===== src/rtl/ls191_vecgen.sv =====
// Vector sequencer for a '191-style 4-bit up/down counter: drives the counter pins,
// tracks the expected count and tallies vectors whose q/max-min/ripple outputs disagree.
module ls191_vecgen #(
    parameter logic [3:0] LOAD_VAL    = 4'd5,
    parameter int         COUNT_LEN   = 18,
    parameter int         HOLD_CYCLES = 3
) (
    input  logic       clk,
    input  logic       rst_n,
    input  logic       start,
    output logic       dut_clk,
    output logic       dut_ld,
    output logic       dut_g,
    output logic       dut_down_up,
    output logic [3:0] dut_data,
    input  logic [3:0] dut_q,
    input  logic       dut_mm,
    input  logic       dut_rip,
    output logic       busy,
    output logic       done,
    output logic       pass,
    output logic [7:0] err_cnt,
    output logic [7:0] err_vec
);

    typedef enum logic [2:0] {IDLE, LOAD, UP, HOLD, DOWN, FINAL, DONE} state_t;

    localparam logic [7:0] UP_LAST   = 8'(COUNT_LEN - 1);
    localparam logic [7:0] HOLD_LAST = 8'(HOLD_CYCLES - 1);

    state_t     state_q, state_d;
    logic       phase_q, phase_d;
    logic [7:0] vec_q, vec_d;
    logic [7:0] cnt_q, cnt_d;
    logic [3:0] exp_q, exp_d;
    logic [7:0] err_cnt_q, err_cnt_d;
    logic [7:0] err_vec_q, err_vec_d;

    logic exp_mm;
    logic mismatch;

    always_ff @(posedge clk or negedge rst_n) begin
        if (!rst_n) begin
            state_q   <= IDLE;
            phase_q   <= 1'b0;
            vec_q     <= 8'd0;
            cnt_q     <= 8'd0;
            exp_q     <= 4'd0;
            err_cnt_q <= 8'd0;
            err_vec_q <= 8'hFF;
        end else begin
            state_q   <= state_d;
            phase_q   <= phase_d;
            vec_q     <= vec_d;
            cnt_q     <= cnt_d;
            exp_q     <= exp_d;
            err_cnt_q <= err_cnt_d;
            err_vec_q <= err_vec_d;
        end
    end

    // Pins depend only on the phase of the run; HOLD shares the idle levels.
    always_comb begin
        dut_ld      = 1'b1;
        dut_g       = 1'b1;
        dut_down_up = 1'b0;
        dut_data    = 4'd0;
        case (state_q)
            LOAD: begin
                dut_ld   = 1'b0;
                dut_data = LOAD_VAL;
            end
            UP:    dut_g = 1'b0;
            DOWN: begin
                dut_g       = 1'b0;
                dut_down_up = 1'b1;
            end
            FINAL: dut_down_up = 1'b1;
            default: ;
        endcase
    end

    assign dut_clk  = phase_q;
    // Sampled while dut_clk is low, so ripple-clock is simply the inverse of max/min.
    assign exp_mm   = dut_down_up ? (exp_q == 4'd0) : (exp_q == 4'd15);
    assign mismatch = (dut_q != exp_q) || (dut_mm != exp_mm) || (dut_rip != ~exp_mm);

    always_comb begin
        state_d   = state_q;
        phase_d   = phase_q;
        vec_d     = vec_q;
        cnt_d     = cnt_q;
        exp_d     = exp_q;
        err_cnt_d = err_cnt_q;
        err_vec_d = err_vec_q;
        case (state_q)
            IDLE, DONE: begin
                if (start) begin
                    state_d   = LOAD;
                    phase_d   = 1'b0;
                    vec_d     = 8'd0;
                    cnt_d     = 8'd0;
                    exp_d     = LOAD_VAL;
                    err_cnt_d = 8'd0;
                    err_vec_d = 8'hFF;
                end
            end
            default: begin
                if (!phase_q) begin
                    if (mismatch) begin
                        if (err_cnt_q != 8'hFF) err_cnt_d = err_cnt_q + 8'd1;
                        if (err_cnt_q == 8'd0)  err_vec_d = vec_q;
                    end
                    if (state_q == FINAL) state_d = DONE;
                    else                  phase_d = 1'b1;
                    if (state_q == UP)        exp_d = exp_q + 4'd1;
                    else if (state_q == DOWN) exp_d = exp_q - 4'd1;
                end else begin
                    phase_d = 1'b0;
                    vec_d   = vec_q + 8'd1;
                    cnt_d   = cnt_q + 8'd1;
                    case (state_q)
                        LOAD: begin
                            state_d = UP;
                            cnt_d   = 8'd0;
                        end
                        UP: if (cnt_q == UP_LAST) begin
                            state_d = (HOLD_CYCLES == 0) ? DOWN : HOLD;
                            cnt_d   = 8'd0;
                        end
                        HOLD: if (cnt_q == HOLD_LAST) begin
                            state_d = DOWN;
                            cnt_d   = 8'd0;
                        end
                        DOWN: if (cnt_q == UP_LAST) begin
                            state_d = FINAL;
                            cnt_d   = 8'd0;
                        end
                        default: ;
                    endcase
                end
            end
        endcase
    end

    assign busy    = (state_q != IDLE) && (state_q != DONE);
    assign done    = (state_q == DONE);
    assign pass    = done && (err_cnt_q == 8'd0);
    assign err_cnt = err_cnt_q;
    assign err_vec = err_vec_q;

endmodule


===== config.mk =====
export PLATFORM = sky130hd
export DESIGN_NAME = ls191_vecgen
export DESIGN_NICKNAME = d
export VERILOG_FILES = /design/src/rtl/ls191_vecgen.sv
export SDC_FILE = /design/constraint.sdc
export NUM_CORES = 1
export LEC_CHECK = 0
export CAP_MARGIN = 20
export CORE_MARGIN = 2
export CORE_UTILIZATION = 50
export CTS_CLUSTER_SIZE = 14
export DETAILED_ROUTE_END_ITERATION = 10
export GPL_ROUTABILITY_DRIVEN = 0
export PLACE_DENSITY = 0.86
export SYNTH_ARGS = -nofsm -noshare
export SYNTH_HDL_FRONTEND = slang
export SYNTH_SLANG_ARGS = --single-unit
export TNS_END_PERCENT = 30

===== constraint.sdc =====
create_clock -name clk -period 2.55 [get_ports clk]
set_clock_uncertainty 0.15 [all_clocks]
set_input_delay 0.765 -clock clk [delete_from_list [all_inputs] [get_ports clk]]
set_output_delay 0.765 -clock clk [all_outputs]
set_load 0.03 [all_outputs]

# After elaboration in Yosys (flattened, before gate mapping)
# Index checks and enable logic that the tools add are counted.
totals:
  mem_count: 0
  wordCells: 94
  inputBits: 9
  mem_bits_rw: 0
  register_bits: 40
  latchBits: 0
  romBits: 0
  out_inout_bits: 27
op_classes:
  mul: 0
  div: 0
  n_lt_le_gt_ge: 0
  eq_ne: 20
  shift: 0
  n_addsub: 5
  bitwise: 1
  reduce_logical: 22
  muxes: 39
ops:
  columns: ["operator", "n"]
  rows:
  - ["$mux 8", 16]
  - ["$add 8x1->8 const B", 3]
  - ["$mux 3", 8]
  - ["$pmux 8 s3", 1]
  - ["$mux 4", 5]
  - ["$pmux 3 s4", 1]
  - ["$eq 3x3->1 const B", 3]
  - ["$reduce_bool 3->1", 3]
  - ["$eq 8x2->1 const B", 1]
  - ["$eq 8x5->1 const B", 1]
  - ["$logic_not 8->1", 1]
  - ["$mux 1", 8]
  - ["$ne 4x2->1 const B", 2]
  - ["$ne 8x8->1 const B", 1]
  - ["$reduce_and 4->1", 2]
  - ["$reduce_bool 2->1", 4]
  - ["$eq 3x2->1 const B", 2]
  - ["$ne 6x1->1 const B", 1]
  - ["$reduce_and 6->1", 1]
  - ["$reduce_or 2->1", 3]
  - ["$add 4x1->4 const B", 1]
  - ["$eq 4x4->1 const B", 1]
  - ["$logic_not 4->1", 1]
  - ["$ne 4x4->1", 1]
  - ["other kinds (13)", 16]

# Depth between registers and ports, before layout
logic_depth:
  word_depth: 10
  depth_mapped: 9
  ltp_nobuf: 7

# Worst setup path after synthesis
# OpenSTA, ideal clock, no wires.
synth_path:
  path_kind: "flip-flop to flip-flop"
  from: "register state_q[2]"
  to: "register exp_q[3]"
  stages_incl_launch_ff: 10
  synth_period_minus_slack_ps: 2586
  t_arrival_ps: 2295
  slack_ps: -36
  n_path_buf: 2
  setup_ps: 142
  t_required_ps: 2258
  path_cell_list: "dfrtp_1 > clkbuf_8 > buf_2 > or3b_2 > ha_1 > a21o_2 > a21oi_1 > mux2i_1 > mux2i_1 > o22ai_1"
synth_between:
  elab_chain_cells: 4
  word_cells_on_any_way: 12
  cone_classes: "eq/ne: 5; mux: 3; reduce/logical: 4"
synth_rtl:
  columns: ["element", "line", "text"]
  rows:
  - ["from (decl)", "31", "state_t state_q, state_d;"]
  - ["from (signal assigned)", "52", "state_q <= state_d;"]
  - ["$eq 3x3->1 (tied with other cells)", "96", "case (state_q)"]
  - ["$reduce_or 2->1 / $mux 4 (equally long branches)", "96, 116", null]
  - ["$ne 2x1->1 (no line) (tied with other cells)", null, null]
  - ["$reduce_and 3->1 (no line) / $mux 4 (equally long branches)", null, null]
  - ["to (signal assigned)", "56", "exp_q <= exp_d;"]
  - ["to (decl)", "35", "logic [3:0] exp_q, exp_d;"]
# Parallel ways exist; a longest one is shown, timed or not. The select of a mux whose other input is x is not followed.
# A chain may end at the register's enable or synchronous reset.

# Worst setup path in the final report
layout_path:
  from: "register err_cnt_q[2], in the netlist err_cnt[2]"
  to: "output port err_cnt[2]"
layout_lines:
  columns: ["element", "line", "text"]
  rows:
  - ["from (decl)", "36", "logic [7:0] err_cnt_q, err_cnt_d;"]
  - ["from (signal assigned)", "57", "err_cnt_q <= err_cnt_d;"]
  - ["to (decl)", "22", "output logic [7:0] err_cnt,"]
# No word-level cell between the ends.

==> flow_summary.ini <==
[grt]
grt_pass1_vias = 2292
grt_max_degree = 25
grt_overflow_total = 0
antenna_found_initial = 0
grt_pass1_wl_microns = 10600
grt.total_usage = 0.220

[critical_path]
worstPathCellList = clkdlybuf4s50_1
worstPathMaxFanout = 9
criticalPathCategory = flip-flop to primary output
cp.arrival_ns = 1.56
cp-end-kind = primary output
critical_path_buf_inv_count = 1
ff2ff_setup_slack_ns = 0.10
cp.depth = 1
cp-start-kind = flip-flop
cp_data_required_time_ns = 1.64
cp_slowest_cell = clkdlybuf4s50_1
crit_family = buffers and inverters
r2r_cells = 8
slowest_delay_ns = 0.74

[finish]
final_common_cell = dfrtp_1
num_antenna_cells = 0
final_cell_mix = 32 x dfrtp_1, 29 x nor2_1, 29 x buf_4
drive_above_1_share = 0.182
finish.utilization = 0.639
syn_to_final_growth_pct = 23.2
layout.nets = 363

[routing]
dr_wl_met3_microns = 343
detail_route.first_pass.iterations = 4
drt-total-wl_microns = 6270
wl_met2_microns = 3060
vias = 2391
drc_errors = 0
highest_layer = met4
wl_per_cell_microns = 15.1
wl_met1_microns = 2810
viasPerCell = 5.75
first_iter_violations = 127
postRouteAntennaNets = 0

[floorplanning]
fp.dieArea_sq_um = 5940
rows = 26
core-area_sq_um = 5140
initial_core_util = 0.519
die_w_microns = 77.0
fp.dieH_microns = 77.0
io_pins = 36

[synth]
yosys-top-cells-area = dfrtp_1 30%, dfstp_2 7.9%, mux2i_1 4.5%
synth_mux_area_frac = 0.0591
syn_inst = 298
synth-seq-cells = 40
ys.warnings.count = 0
yosys.area_share.adder = 0.0450
synth_compound_area_frac = 0.204
async_reset_ff_frac = 1.00
synth_xor_area_frac = 0.0324
synth-edff-count = 0
synth-seq-area-share = 0.379
synth_top_flop_cell = dfrtp_1
synth_top_family_by_area = compound AO/OA/AOI/OAI gates
synth_cell_types = 61
synth_largest_area_cell = dfrtp_1
syn_area_per_cell_sq_um = 8.95
synth_top_area_share = 0.300
post_synth_and_or_nand_nor_area_fraction = 0.194
synth_area_sq_um = 2670

[cts]
clk_latency_ns = 0.29
hold_buffers = 0
cts_tree = built
clock-sinks = 40
htree_levels = 2
post_cts.repair.setup_buffers = 0
numCtsBuffers = 5
clockBufferDepth = 2
root_buffer = clkbuf_8
cts.clk_slew.worst_paths_ns = 0.08

[power_and_ir_drop]
power_mw = 4.19
p_per_area_nw_per_um2 = 1280
peakVddDrop_mv = 0.521
p_leak_nw = 1.51

[timing]
max_freq_mhz = 403
hold_viol = 0
finalCritPeriodShare = 0.972
grt_setup_unrepaired = no
period_minus_slack_ns = 2.48
slew_violations = 0
layout_setup_ws_ns = 0.0708
holdWs_ns = 0.259
setup_viol = 0

[outcome]
status = finished clean

[placed_design]
dpl.hpwl_microns = 4510
port-buffer-count = 33
post-place-ws_ns = -0.0384

[worst_hold_path]
hold_class = primary input to async pin

[flow_run]
maxCapViolations = 0
cell usage after synthesis (5+ instances only):
cell type and count:
a21oi_1 18, a221o_1 5, and3_1 8, clkbuf_1 8
dfrtp_1 32, dfstp_2 8, ha_1 8, inv_1 23
mux2i_1 12, nand2_1 17, nand3_1 17, nor2_1 29
nor3_1 10, o21ai_0 13, o22ai_1 6, xor2_1 6
sequential cells by signal, indices dropped and copies added, names as in the netlist:
| name | cells |
|---|---|
| vec_q | 8 |
| state_q | 3 |
| err_vec | 8 |
| cnt_q | 8 |
| exp_q | 4 |
| err_cnt | 8 |
| dut_clk | 1 |
per-layer routing:
metal | vias to the layer above | track usage
met3 | 5 | 0.0482
met1 | 1152 | 0.279
met4 | 0 | 0.0571
li1 | 1160 | -
met2 | 74 | 0.381
met5 | - | 0
per-stage QoR:
step | instances | TNS, ns | area, sq um
global route | 416 | 0 | 3290
detailed placement | 408 | -0.107 | 3150
CTS | 416 | 0 | 3280
global placement | 408 | 0 | 3150
finish | 416 | 0 | 3290
floorplan | 299 | -0.0146 | 2670
report_power, final:
group / switching [mW] / total (mW) / internal (mW)
sequential: 0.272 / 1.19 / 0.917
clock: 0.228 / 0.574 / 0.346
combinational: 1.35 / 2.43 / 1.08
total: 1.85 / 4.19 / 2.34
timing repair:
item / in CTS / in global routing
endpoints found under the setup margin: 5 / 3
pin swaps: 0 / 1
resized for setup: 5 / 3
final timing paths:
kind / from / end
worst max-delay path: err_cnt[2] / err_cnt[2]
worst min-delay path: rst_n / exp_q[3]
worst max register to register: state_q[2] / exp_q[3]
worst min register to register: err_vec[4] / err_vec[4]
max in group asynchronous: rst_n / err_vec[4]
min in group clk: err_vec[4] / err_vec[4]
logic make-up after synthesis:
family	Yosys count
and+or+nand+nor	103
AOI/OAI and AO/OA	78
buffers and inverters	44
DFF	40
muxes	14
adders and majority gates	9
xor gates and xnor gates	9
other	1
final cells by class:
type	instances	area, sq um
Timing Repair Buffer	60	529
Inverter	23	86.3
Multi-Input combinational cell	215	1450
Clock inverter	1	30.0
Tap cell	70	87.6
Fill cell	437	1850
Clock buffer	7	96.3
Sequential cell	40	1010
No activity file was read; power rests on OpenSTA's default activity.
